$ cat config.mk
export PLATFORM = sky130hd
export DESIGN_NAME = csr_exec_unit
export DESIGN_NICKNAME = d
export VERILOG_FILES = /design/src/rtl/csr_pkg.sv /design/src/rtl/csr_regfile.sv /design/src/rtl/csr_exec_unit.sv
export SDC_FILE = /design/constraint.sdc
export NUM_CORES = 1
export LEC_CHECK = 0
export BUFFER_PORTS_ARGS = -buffer_cell sky130_fd_sc_hd__buf_2
export CORE_ASPECT_RATIO = 0.9
export CORE_MARGIN = 4
export CORE_UTILIZATION = 64
export CTS_CLUSTER_DIAMETER = 60
export DETAILED_ROUTE_END_ITERATION = 10
export GPL_TIMING_DRIVEN = 0
export PLACE_DENSITY = 0.86
export REMOVE_ABC_BUFFERS = 1
export SLEW_MARGIN = 20
export SYNTH_ARGS = -nofsm -noshare
export SYNTH_HDL_FRONTEND = slang
export SYNTH_SLANG_ARGS = --single-unit
$ cat constraint.sdc
create_clock -name clk -period 33.9 [get_ports clk]
set_clock_uncertainty 0.05 [all_clocks]
set_input_delay 3.39 -clock clk [delete_from_list [all_inputs] [get_ports clk]]
set_output_delay 3.39 -clock clk [all_outputs]
set_load 0.01 [all_outputs]
$ cat src/rtl/csr_pkg.sv
// Shared definitions for the CSR execution unit.
//   - CSR address map of the implemented machine-mode subset
//   - CSR op encoding and the illegal-instruction exception code
//   - FSM state enum and the latched request struct
package csr_pkg;

  localparam logic [11:0] CSR_MSTATUS  = 12'h300;
  localparam logic [11:0] CSR_MTVEC    = 12'h305;
  localparam logic [11:0] CSR_MSCRATCH = 12'h340;
  localparam logic [11:0] CSR_MEPC     = 12'h341;
  localparam logic [11:0] CSR_MCAUSE   = 12'h342;
  localparam logic [11:0] CSR_MCYCLE   = 12'hB00;
  localparam logic [11:0] CSR_MINSTRET = 12'hB02;
  localparam logic [11:0] CSR_CYCLE    = 12'hC00;
  localparam logic [11:0] CSR_INSTRET  = 12'hC02;

  localparam logic [1:0] OP_RSVD = 2'b00;
  localparam logic [1:0] OP_RW   = 2'b01;
  localparam logic [1:0] OP_RS   = 2'b10;
  localparam logic [1:0] OP_RC   = 2'b11;

  localparam logic [3:0] EXC_ILLEGAL_INST = 4'd2;

  // MIE[3], MPIE[7], MPP[12:11]
  localparam logic [63:0] MSTATUS_WMASK = 64'h0000_0000_0000_1888;

  typedef enum logic [1:0] {
    StIdle,
    StExec,
    StWb
  } csr_state_e;

  // Width-independent part of an accepted instruction; the XLEN/PREG/ROB sized
  // fields are held in separate registers in the top level.
  typedef struct packed {
    logic [11:0] csrid;
    logic [1:0]  op;
    logic        imm_en;
    logic [4:0]  imm;
  } CsrExecReq;

endpackage

$ cat src/rtl/csr_regfile.sv
// Machine-mode CSR storage with write masks and the mcycle/minstret counters.
// Ports:
//   clk, rst             clock, asynchronous active-high reset
//   i_raddr              read address
//   o_rdata, o_legal     read data, address is implemented
//   i_we, i_waddr,       write strobe, address, data (already legality-checked)
//   i_wdata
//   i_inst_retire        instructions retired this cycle (0..2)
//   o_mtvec, o_mepc      current register values
module csr_regfile
  import csr_pkg::*;
#(
  parameter int unsigned XLEN = 64
) (
  input  logic            clk,
  input  logic            rst,
  input  logic [11:0]     i_raddr,
  output logic [XLEN-1:0] o_rdata,
  output logic            o_legal,
  input  logic            i_we,
  input  logic [11:0]     i_waddr,
  input  logic [XLEN-1:0] i_wdata,
  input  logic [1:0]      i_inst_retire,
  output logic [XLEN-1:0] o_mtvec,
  output logic [XLEN-1:0] o_mepc
);

  logic [XLEN-1:0] r_mstatus;
  logic [XLEN-1:0] r_mtvec;
  logic [XLEN-1:0] r_mscratch;
  logic [XLEN-1:0] r_mepc;
  logic [XLEN-1:0] r_mcause;
  logic [XLEN-1:0] r_mcycle;
  logic [XLEN-1:0] r_minstret;

  logic w_wr_mcycle;
  logic w_wr_minstret;

  assign w_wr_mcycle   = i_we && (i_waddr == CSR_MCYCLE);
  assign w_wr_minstret = i_we && (i_waddr == CSR_MINSTRET);

  always_comb begin
    o_rdata = '0;
    o_legal = 1'b1;
    case (i_raddr)
      CSR_MSTATUS:              o_rdata = r_mstatus;
      CSR_MTVEC:                o_rdata = r_mtvec;
      CSR_MSCRATCH:             o_rdata = r_mscratch;
      CSR_MEPC:                 o_rdata = r_mepc;
      CSR_MCAUSE:               o_rdata = r_mcause;
      CSR_MCYCLE, CSR_CYCLE:    o_rdata = r_mcycle;
      CSR_MINSTRET, CSR_INSTRET: o_rdata = r_minstret;
      default:                  o_legal = 1'b0;
    endcase
  end

  always_ff @(posedge clk or posedge rst) begin
    if (rst) begin
      r_mstatus  <= '0;
      r_mtvec    <= '0;
      r_mscratch <= '0;
      r_mepc     <= '0;
      r_mcause   <= '0;
      r_mcycle   <= '0;
      r_minstret <= '0;
    end else begin
      // A software write replaces the counter and drops this cycle's increment.
      r_mcycle   <= w_wr_mcycle   ? i_wdata : r_mcycle + XLEN'(1);
      r_minstret <= w_wr_minstret ? i_wdata : r_minstret + XLEN'(i_inst_retire);
      if (i_we) begin
        case (i_waddr)
          CSR_MSTATUS:  r_mstatus  <= i_wdata & XLEN'(MSTATUS_WMASK);
          CSR_MTVEC:    r_mtvec    <= {i_wdata[XLEN-1:2], 2'b00};
          CSR_MSCRATCH: r_mscratch <= i_wdata;
          CSR_MEPC:     r_mepc     <= {i_wdata[XLEN-1:1], 1'b0};
          CSR_MCAUSE:   r_mcause   <= i_wdata;
          default:      ;
        endcase
      end
    end
  end

  assign o_mtvec = r_mtvec;
  assign o_mepc  = r_mepc;

endmodule

$ cat src/rtl/csr_exec_unit.sv
// CSR execution unit: accepts one CSR instruction at a time, performs the
// atomic read-modify-write and returns the old value through a valid/ready
// writeback port. Redirects squash an instruction still in EXEC.
// Ports:
//   clk, rst                      clock, asynchronous active-high reset
//   issue_*                       instruction and rs1 operand from the issue queue
//   redirect, redirect_idx        backend flush and its ROB boundary
//   inst_retire                   retire count feeding minstret
//   wb_valid/wb_ready, wb_*       writeback handshake and result
//   mtvec_o, mepc_o               trap vector and exception PC for redirect logic
module csr_exec_unit
  import csr_pkg::*;
#(
  parameter int unsigned XLEN       = 64,
  parameter int unsigned PREG_WIDTH = 7,
  parameter int unsigned ROB_WIDTH  = 6
) (
  input  logic                  clk,
  input  logic                  rst,
  input  logic                  issue_en,
  output logic                  issue_ready,
  input  logic [XLEN-1:0]       issue_rdata,
  input  logic [11:0]           issue_csrid,
  input  logic [1:0]            issue_op,
  input  logic                  issue_imm_en,
  input  logic [4:0]            issue_imm,
  input  logic [PREG_WIDTH-1:0] issue_rd,
  input  logic [ROB_WIDTH-1:0]  issue_robIdx,
  input  logic                  redirect,
  input  logic [ROB_WIDTH-1:0]  redirect_idx,
  input  logic [1:0]            inst_retire,
  output logic                  wb_valid,
  input  logic                  wb_ready,
  output logic [PREG_WIDTH-1:0] wb_rd,
  output logic [ROB_WIDTH-1:0]  wb_robIdx,
  output logic [XLEN-1:0]       wb_data,
  output logic                  wb_exc,
  output logic [3:0]            wb_exccode,
  output logic [XLEN-1:0]       mtvec_o,
  output logic [XLEN-1:0]       mepc_o
);

  csr_state_e r_state, w_state_next;

  CsrExecReq             r_req;
  logic [XLEN-1:0]       r_rdata;
  logic [PREG_WIDTH-1:0] r_rd;
  logic [ROB_WIDTH-1:0]  r_rob;

  logic [PREG_WIDTH-1:0] r_wb_rd;
  logic [ROB_WIDTH-1:0]  r_wb_rob;
  logic [XLEN-1:0]       r_wb_data;
  logic                  r_wb_exc;

  logic            w_accept;
  logic            w_exec_done;
  logic [XLEN-1:0] w_src;
  logic [XLEN-1:0] w_old;
  logic [XLEN-1:0] w_new;
  logic            w_legal;
  logic            w_write_attempt;
  logic            w_illegal;
  logic            w_rob_older;
  logic            w_flush;
  logic            w_we;

  assign w_src = r_req.imm_en ? XLEN'(r_req.imm) : r_rdata;

  always_comb begin
    w_new = w_src;
    case (r_req.op)
      OP_RS:   w_new = w_old | w_src;
      OP_RC:   w_new = w_old & ~w_src;
      default: w_new = w_src;
    endcase
  end

  // RS/RC with a zero source are pure reads and never count as a write.
  assign w_write_attempt = (r_req.op == OP_RW) ||
                           (((r_req.op == OP_RS) || (r_req.op == OP_RC)) && (w_src != '0));
  assign w_illegal = !w_legal || (r_req.op == OP_RSVD) ||
                     ((r_req.csrid[11:10] == 2'b11) && w_write_attempt);

  // Wrap-aware age compare: on a differing direction bit the larger index is older.
  assign w_rob_older =
      (r_rob[ROB_WIDTH-1] == redirect_idx[ROB_WIDTH-1]) ?
      (r_rob[ROB_WIDTH-2:0] < redirect_idx[ROB_WIDTH-2:0]) :
      (r_rob[ROB_WIDTH-2:0] > redirect_idx[ROB_WIDTH-2:0]);
  assign w_flush = redirect && !w_rob_older;

  assign w_we = (r_state == StExec) && !w_flush && !w_illegal && w_write_attempt;

  always_comb begin
    w_state_next = r_state;
    w_accept     = 1'b0;
    w_exec_done  = 1'b0;
    case (r_state)
      StIdle: begin
        if (issue_en && !redirect) begin
          w_accept     = 1'b1;
          w_state_next = StExec;
        end
      end
      StExec: begin
        if (w_flush) begin
          w_state_next = StIdle;
        end else begin
          w_exec_done  = 1'b1;
          w_state_next = StWb;
        end
      end
      StWb: begin
        if (wb_ready) w_state_next = StIdle;
      end
      default: w_state_next = StIdle;
    endcase
  end

  always_ff @(posedge clk or posedge rst) begin
    if (rst) begin
      r_state <= StIdle;
    end else begin
      r_state <= w_state_next;
    end
  end

  always_ff @(posedge clk or posedge rst) begin
    if (rst) begin
      r_req     <= '0;
      r_rdata   <= '0;
      r_rd      <= '0;
      r_rob     <= '0;
      r_wb_rd   <= '0;
      r_wb_rob  <= '0;
      r_wb_data <= '0;
      r_wb_exc  <= 1'b0;
    end else begin
      if (w_accept) begin
        r_req.csrid  <= issue_csrid;
        r_req.op     <= issue_op;
        r_req.imm_en <= issue_imm_en;
        r_req.imm    <= issue_imm;
        r_rdata      <= issue_rdata;
        r_rd         <= issue_rd;
        r_rob        <= issue_robIdx;
      end
      if (w_exec_done) begin
        r_wb_rd   <= r_rd;
        r_wb_rob  <= r_rob;
        r_wb_data <= w_illegal ? '0 : w_old;
        r_wb_exc  <= w_illegal;
      end
    end
  end

  csr_regfile #(
    .XLEN(XLEN)
  ) u_regfile (
    .clk          (clk),
    .rst          (rst),
    .i_raddr      (r_req.csrid),
    .o_rdata      (w_old),
    .o_legal      (w_legal),
    .i_we         (w_we),
    .i_waddr      (r_req.csrid),
    .i_wdata      (w_new),
    .i_inst_retire(inst_retire),
    .o_mtvec      (mtvec_o),
    .o_mepc       (mepc_o)
  );

  assign issue_ready = (r_state == StIdle);
  assign wb_valid    = (r_state == StWb);
  assign wb_rd       = r_wb_rd;
  assign wb_robIdx   = r_wb_rob;
  assign wb_data     = r_wb_data;
  assign wb_exc      = r_wb_exc;
  assign wb_exccode  = r_wb_exc ? EXC_ILLEGAL_INST : 4'd0;

endmodule

==> impl_results.md, run 1 <==
* DR vias/cell at 6.49
* Layout cell share with drive strength beyond 1 at 0.199
* Area fraction of the dominant cell type after synthesis at 0.508
* Sum of internal, switching and leakage power at 2.21 mW
* Final cell count without fillers at approximately 3,600
* Wire length per cell at approximately 24 um
* Register area share after synthesis at 0.508
* Critical Path Sink Type: flop
* Full die area at 46,600 um2
* Post-layout utilization of the core at 0.756
* Remaining max-slew budget at the tightest pin at 0.199
* Outcome: finished, final reports clean
* Total Nets Final at 3,099
* Final period utilization at 0.197
* ANT nets after route at 0
* Maximum number of pins on one net before global-route repair at between 100 and 150
* Ys async rst share at 1.00
* Count of boundary I/O pins at 322
* Fill count at 2,793
* Worst skew pair latency at around 0.62 ns
* Cell area after synthesis at 27,700 um2
* Worst voltage drop across the vdd grid at 0.0507 mV
* LEAKAGE at roughly 15 nW
* Primary FF master, synth: dfrtp_1
* Number of enable-type register cells in the synthesized netlist at 0
* Fin Setup TNS at 0 ns
* Critical Path AT at a little over 7 ns
* Cell class contributing the biggest share of worst-path delay: simple AND/OR/NAND/NOR gates
* Number of warning messages in the yosys log at 0
* Cell occurring most often along the worst timing path: mux2i_1
* Dominant cells by area after synthesis: dfrtp_1, mux2i_1, nand2_1
* Cell count after synthesis at approximately 2,700
* Fmax at 150 MHz
* Count of buffer and inverter cells on the critical path at 3
* Maximum root-to-sink buffer count at 3
* Core Area at 42,300 um2
* Wire length of the first global-routing pass at 131,000 um
* Area of all placed cells without fillers at between 30,000 and 40,000 um2
* # placed instances at approximately 3,500
* Syn-to-layout area delta at 15.5%
* CTS Hold Buffers Added at 0
* Total wire length at 84,200 um
* Startpoint class of the critical path: primary input
* Hpwl dp at 57,000 um
* Clock root cell: clkbuf_16
* Standard-cell row count at 71
* Clock H-tree levels at 2
* Postcts setup bufs at 0
* Worst Tran Pin Value at around 1.2 ns
* Count of inserted antenna diode cells at 0
* Die X-Extent at 227 um
* Number of different library cells in the post-synthesis netlist at 66
* Final number of max-transition violations at 0
* Number of max-cap violations at 0
* Detailed Routing Iterations Pass 1 at 6
* Overflow left after global routing at 0
* Iteration-0 DRC Markers at about 2,500
* Count of buffers inserted at the top-level ports at 315
* Critical path peak fanout at slightly above 40
* Clock tree from TritonCTS: done
* CTS sink count at 562
* Critical Path RT at 34.37 ns
* Commonest cells in the synthesized netlist: dfrtp_1, nand2_1, o21ai_0
* Cell at the slowest stage of the critical path: mux2i_1
* Gp weighted congestion at 0.885
* Library cell with the largest summed area after synthesis: dfrtp_1
* Instance area after placement at 30,100 um2
* Cts repair resizes at 0
* Number of buffers added by the clock tree synthesis step at 55
* Count of final setup violators at 0
* Clock-pin transition on the worst setup and hold timing paths at 0.06 ns
* Seq cells post-synth at 562
* Count of final hold-check violations at 0
* Setup repair after global routing missed its margin: false
* Via count of the first global-routing pass at 23,700
* Vias after detailed routing at between 20,000 and 25,000
* GRT Util Overall at 0.357
* Power density cells at 69.2 nW/um2
* Starting Density at 0.654
* Worst min-delay path category: reg -> reg
* Height of the die at 205 um
* Number of design rule violations left after detail routing at 0
* Initial antenna violation count at 3
* Synthesized area per cell at 10.1 um2
* Critical path type: in -> reg
* Time the final worst path needs with I/O delays and setup at 6.68 ns
* Leading cell type by number of instances after synthesis: dfrtp_1
* Cell-by-cell listing of the critical path: buf_2, inv_1, ha_1, a211o_1, a221o_1, mux2i_1, and2_4, or4_4, buf_16, mux2i_1
* Max incr delay on CP at roughly 0.81 ns
## worst paths after layout
kind	from	endpoint	slack, ns	depth (start not counted)
max reg2reg	r_req[9]$_DFFE_PP0P_	u_regfile.r_mscratch[31]$_DFFE_PP0P_	29.59	8
max	redirect_idx[2]	u_regfile.r_minstret[42]$_DFF_PP0_	27.22	10
min reg2reg	wb_rd[5]$_DFFE_PP0N_	wb_rd[5]$_DFFE_PP0N_	0.42	2
min in group asynchronous	rst	wb_data[20]$_DFFE_PP0N_	2.76	2
max in group asynchronous	rst	wb_data[62]$_DFFE_PP0N_	29.59	4
min	wb_rd[5]$_DFFE_PP0N_	wb_rd[5]$_DFFE_PP0N_	0.42	2
## where the power goes
group | leakage, nW | total [mW] | switching [mW] | internal (mW)
Sequential | 6.14 | 0.932 | 0.151 | 0.782
Clock | 0.903 | 0.630 | 0.262 | 0.368
Combinational | 7.69 | 0.648 | 0.379 | 0.269
## layout make-up
cell class,count,area (um2),area share
Tap cell,547,684,0.0214
Sequential cell,562,14100,0.440
Inverter,33,131,0.00411
Clock buffer,88,1680,0.0526
Timing Repair Buffer,368,2410,0.0755
Clock inverter,12,165,0.00517
Multi-Input combinational cell,1960,12800,0.401
## metrics by stage
| stage | setup WS [ns] | hold slack [ns] |
|---|---|---|
| 2_1_floorplan | 14.74 | 0.392 |
| 3_3_place_gp | 9.58 | 0.394 |
| 3_5_place_dp | 26.63 | 0.409 |
| 4_1_cts | 27.27 | 0.422 |
| 5_1_grt | 27.06 | 0.443 |
| 6_report | 27.22 | 0.422 |
## layer usage
layer  vias to the layer above  part of all wire  track usage  wire (um)
met3                       292              0.10       0.0863       8580
li1                      10200                 -            -          -
met5                         -           0.00044            0         37
met1                     11400              0.40        0.482      33300
met2                      1270              0.46        0.558      38600
met4                         6             0.043        0.154       3650
## cell usage in the layout, fill, tap and decap left out, types with 17 or more instances in the layout
cell,instances
a211oi_1,36
a21o_1,18
a21oi_1,40
a221oi_1,20
a22o_1,59
and3_1,18
and4_1,19
buf_2,331
clkbuf_1,17
clkbuf_16,57
dfrtp_1,559
inv_1,32
mux2_2,111
mux2i_1,212
nand2_1,444
nand2b_1,106
nand3_1,53
nand4_1,32
nor2_1,112
nor3_1,44
nor4_1,29
o21ai_0,295
o21ai_1,22
o2bb2ai_1,52
xnor2_1,80
xor2_1,44
## sequential cells by signal (all words and copies together), names as in the netlist
| name | flops |
|---|---|
| r_rd | 7 |
| r_rdata | 64 |
| r_req | 20 |
| r_rob | 6 |
| r_state | 2 |
| u_regfile.o_mepc | 63 |
| u_regfile.o_mtvec | 62 |
| u_regfile.r_mcause | 64 |
| u_regfile.r_mcycle | 64 |
| u_regfile.r_minstret | 64 |
| u_regfile.r_mscratch | 64 |
| u_regfile.r_mstatus | 4 |
| wb_data | 64 |
| wb_exc | 1 |
| wb_rd | 7 |
| wb_robIdx | 6 |
## tightest hold or removal path, cell delays in order (launching register included)
cell and delay (ns):
dfrtp_1 0.35, nand2_1 0.05, nand2_1 0.05
## kinds of logic (layout without fill, tap and decap cells)
logic type / after synthesis / count (layout) / synth area share
AO/OA/AOI/OAI: 585 / 585 / 0.134
XOR/XNOR: 124 / 124 / 0.0392
adder cells (fa/ha/maj): 9 / 9 / 0.00434
buffers and inverters: 219 / 501 / 0.0347
flip-flops: 562 / 562 / 0.508
multiplexers: 323 / 323 / 0.122
other: 1 / 6 / 0.000136
AND/OR/NAND/NOR: 913 / 913 / 0.157
Power figures use the tool's default switching activity.
==> inputs of run 2 (changes only) <==
--- a/config.mk
+++ b/config.mk
@@ -5,14 +5,15 @@
 export SDC_FILE = /design/constraint.sdc
 export NUM_CORES = 1
 export LEC_CHECK = 0
+export ABC_AREA = 1
 export BUFFER_PORTS_ARGS = -buffer_cell sky130_fd_sc_hd__buf_2
 export CORE_ASPECT_RATIO = 0.9
 export CORE_MARGIN = 4
-export CORE_UTILIZATION = 64
+export CORE_UTILIZATION = 54
 export CTS_CLUSTER_DIAMETER = 60
 export DETAILED_ROUTE_END_ITERATION = 10
 export GPL_TIMING_DRIVEN = 0
-export PLACE_DENSITY = 0.86
+export PLACE_DENSITY = 0.77
 export REMOVE_ABC_BUFFERS = 1
 export SLEW_MARGIN = 20
 export SYNTH_ARGS = -nofsm -noshare
==> constraint.sdc (replaced) <==
create_clock -name clk -period 5.94 [get_ports clk]
set_clock_uncertainty 0.05 [all_clocks]
set_input_delay 0.594 -clock clk [delete_from_list [all_inputs] [get_ports clk]]
set_output_delay 0.594 -clock clk [all_outputs]
set_load 0.01 [all_outputs]
==> run 2 against run 1 <==
Net effect:
- global-route usage grew 0.65 points
- die area grew 25%
- flip-flop and latch count is the same
- combinational power grew to 2.8 times the previous value
- clock power grew to 6.2 times the previous value
- largest cell class unchanged
- total power grew to 4.5 times the previous value
- first-iteration DRC count grew 42%
- critical path depth grew 4
- via count grew 26%
==> impl_results.md, run 2 <==
* Outcome: finished, final reports clean
* Worst skew pair latency at approximately 0.64 ns
* Instance area after placement at 32,300 um2
* Most frequent standard cell in the layout excluding fill and tap cells: nand2_1
* Iteration-0 DRC Markers at 3,507
* Layout cell share with drive strength beyond 1 at 0.120
* Clock H-tree levels at 2
* Syn-to-layout area delta at 16.6%
* Number of enable-type register cells in the synthesized netlist at 0
* Critical Path AT at roughly 5.2 ns
* Worst R2R Path Depth at 14
* Count of cells along the worst hold path at 2
* Routed length on met1 at roughly 45,000 um
* Commonest cells in the synthesized netlist: nand2_1, dfrtp_1, nor2_1
* Time the final worst path needs with I/O delays and setup at about 4.8 ns
* Gp weighted congestion at 1.03
* Die X-Extent at between 200 and 300 um
* Height of the die at 230 um
* Critical path peak fanout at 35
* Final period utilization at 0.800
* Fraction of power spent switching nets at 0.321
* Power density cells at 292 nW/um2
* Final cell count without fillers at roughly 5,200
* Cell area after synthesis at 29,500 um2
* Sum of internal, switching and leakage power at 10.1 mW
* Clock root cell: clkbuf_16
* Count of final hold-check violations at 0
* Library cell with the largest summed area after synthesis: dfrtp_1
* Detailed Routing Iterations Pass 1 at 8
* Postcts setup bufs at 0
* DR vias/cell at 5.60
* Primary FF master, synth: dfrtp_1
* Wire length per cell at 20.6 um
* Full die area at 58,400 um2
* Cell count after synthesis at around 4,200
* Routed wire length on met2 at between 40,000 and 50,000 um
* Startpoint class of the critical path: flop
* Overflow left after global routing at 0
* Critical Path Sink Type: flop
* Seq cells post-synth at roughly 560
* Net Sw Power at 3.23 mW
* Hpwl dp at 80,400 um
* # placed instances at between 5,000 and 6,000
* Count of buffers inserted at the top-level ports at 315
* GRT Util Overall at 0.364
* ANT nets after route at 0
* Worst voltage drop across the vdd grid at 0.274 mV
* Clock-pin transition on the worst setup and hold timing paths at roughly 0.070 ns
* Initial antenna violation count at 1
* Clock tree from TritonCTS: done
* Dominant cells by area after synthesis: dfrtp_1, nand2_1, nor2_1
* Standard-cell row count at 80
* Fmax at around 210 MHz
* Number of different library cells in the post-synthesis netlist at 38
* Final number of max-transition violations at 0
* LEAKAGE at 19.1 nW
* Total wire length at 108,000 um
* Vias after detailed routing at roughly 29,000
* Clock Power Share at 0.388
* Number of design rule violations left after detail routing at 0
* Commonest cells after routing, fill and taps aside: nand2_1, dfrtp_1, buf_2, nor2_1, inv_1
* Number of warning messages in the yosys log at 0
* Count of inserted antenna diode cells at 0
* Met3 WL at 11,600 um
* Synthesized area per cell at 7.04 um2
* Ys async rst share at 1.00
* Part of the power in registers at 0.431
* Via count of the first global-routing pass at ~28,000
* Number of buffers added by the clock tree synthesis step at 58
* Total Nets Final at around 4,600
* Setup repair after global routing missed its margin: false
* Count of boundary I/O pins at 322
* Worst Tran Pin Value at roughly 1.1 ns
* Core Area at around 54,000 um2
* Worst min-delay path category: in -> reg
* Power share of the combinational group at 0.180
* Leading cell type by number of instances after synthesis: nand2_1
* Wire length of the first global-routing pass at roughly 160,000 um
* Critical Path RT at approximately 6.4 ns
* Number of max-cap violations at 0
* CTS sink count at 562
* Maximum root-to-sink buffer count at 3
* Remaining max-slew budget at the tightest pin at 0.251
* Area of all placed cells without fillers at around 34,000 um2
* Int Power at around 7 mW
* Topmost layer with routed signal wires: met4
* Critical path type: reg -> reg
* Register area share after synthesis at 0.477
* Maximum number of pins on one net before global-route repair at 107
* Starting Density at 0.551
* Area fraction of the dominant cell type after synthesis at 0.477
* Count of final setup violators at 0
==> run 2: cell types whose count changed in the layout (fill, tap and decap cells not counted), moves of 106 or more <==
cell      change
nor2_1      +194
o21ai_0     -143
nand2b_1    -106
mux2i_1     -212
inv_1       +219
nand3_1     +106
nand2_1    +1755
==> run 2: path summary, 6_finish.rpt <==
| kind | startpoint | endpoint | slack (ns) |
|---|---|---|---|
| hold reg to reg | r_rd[5]$_DFFE_PP0P_ | r_rd[5]$_DFFE_PP0P_ | 0.42 |
| setup / recovery | r_req[5]$_DFFE_PP0P_ | u_regfile.o_mepc[40]$_DFFE_PP0P_ | 1.19 |
| max in group asynchronous | rst | u_regfile.r_minstret[25]$_DFF_PP0_ | 3.86 |
| hold / removal | wb_ready | r_state[1]$_DFFE_PP0P_ | 0.1 |
| min in group asynchronous | rst | r_req[15]$_DFFE_PP0P_ | 0.52 |
| setup reg to reg | r_req[5]$_DFFE_PP0P_ | u_regfile.o_mepc[40]$_DFFE_PP0P_ | 1.19 |
==> run 2: worst max-delay path, cell delays in order, from the launching register on <==
cell	delay, ns
dfrtp_4	0.65
buf_12	0.25
inv_2	0.69
o21ai_0	0.58
nand2_1	0.17
nor2_1	0.05
nand3_1	0.26
nor2_1	0.15
a21oi_4	0.30
nand4_1	0.58
buf_8	0.39
buf_6	0.16
buf_6	0.17
nand2_1	0.06
nand2_1	0.05
==> run 2: layer usage <==
layer  vias to the layer above  GRT usage
li1                      13500          -
met1                     13900      0.533
met2                      1539      0.546
met3                       226     0.0759
met4                         0      0.116
met5                         -          0
==> run 2: cell type report <==
class	count	area [um2]
Fill cell	4760	19200
Sequential cell	562	14100
Multi-Input combinational cell	3195	13800
Timing Repair Buffer	392	2640
Clock buffer	82	1740
Inverter	262	998
Tap cell	697	872
Clock inverter	26	303
==> run 2: cell families after synthesis <==
logic type	count (synthesis)	synth area share
mux	12	0.00458
xor+xnor	123	0.0365
buf+inv	437	0.0589
simple gates	2850	0.384
other cells	1	0.000127
flops	562	0.477
fa+ha+maj	9	0.00407
compound gates	195	0.0348
==> run 2: repair_timing <==
action | CTS | global route
gates resized for setup | 0 | 0
hold buffers | 1 | 0
endpoints found under the hold margin | 51 | 0
==> run 2: metrics by stage <==
step / setup TNS (ns) / hold WS [ns] / util / setup slack, ns
after floorplan: -6550.22 / 0.388 / - / -10.42
after global placement: - / 0.404 / 0.583 / -20.14
after detailed placement: 0 / 0.409 / 0.604 / 1.38
after CTS: 0 / 0.0666 / 0.642 / 1.32
after global routing: 0 / 0.0915 / 0.642 / 1.12
final: 0 / 0.0970 / 0.642 / 1.19
==> run 2: power by group through the flow <==
stage / logic [mW] / clock network, mW / registers (mW)
2_1_floorplan: 1.07 / 0 / 4.36
3_3_place_gp: 1.70 / 0 / 4.42
3_5_place_dp: 1.76 / 0 / 4.39
4_1_cts: 1.77 / 3.93 / 4.33
5_1_grt: 1.99 / 4.08 / 4.36
6_report: 1.81 / 3.91 / 4.34
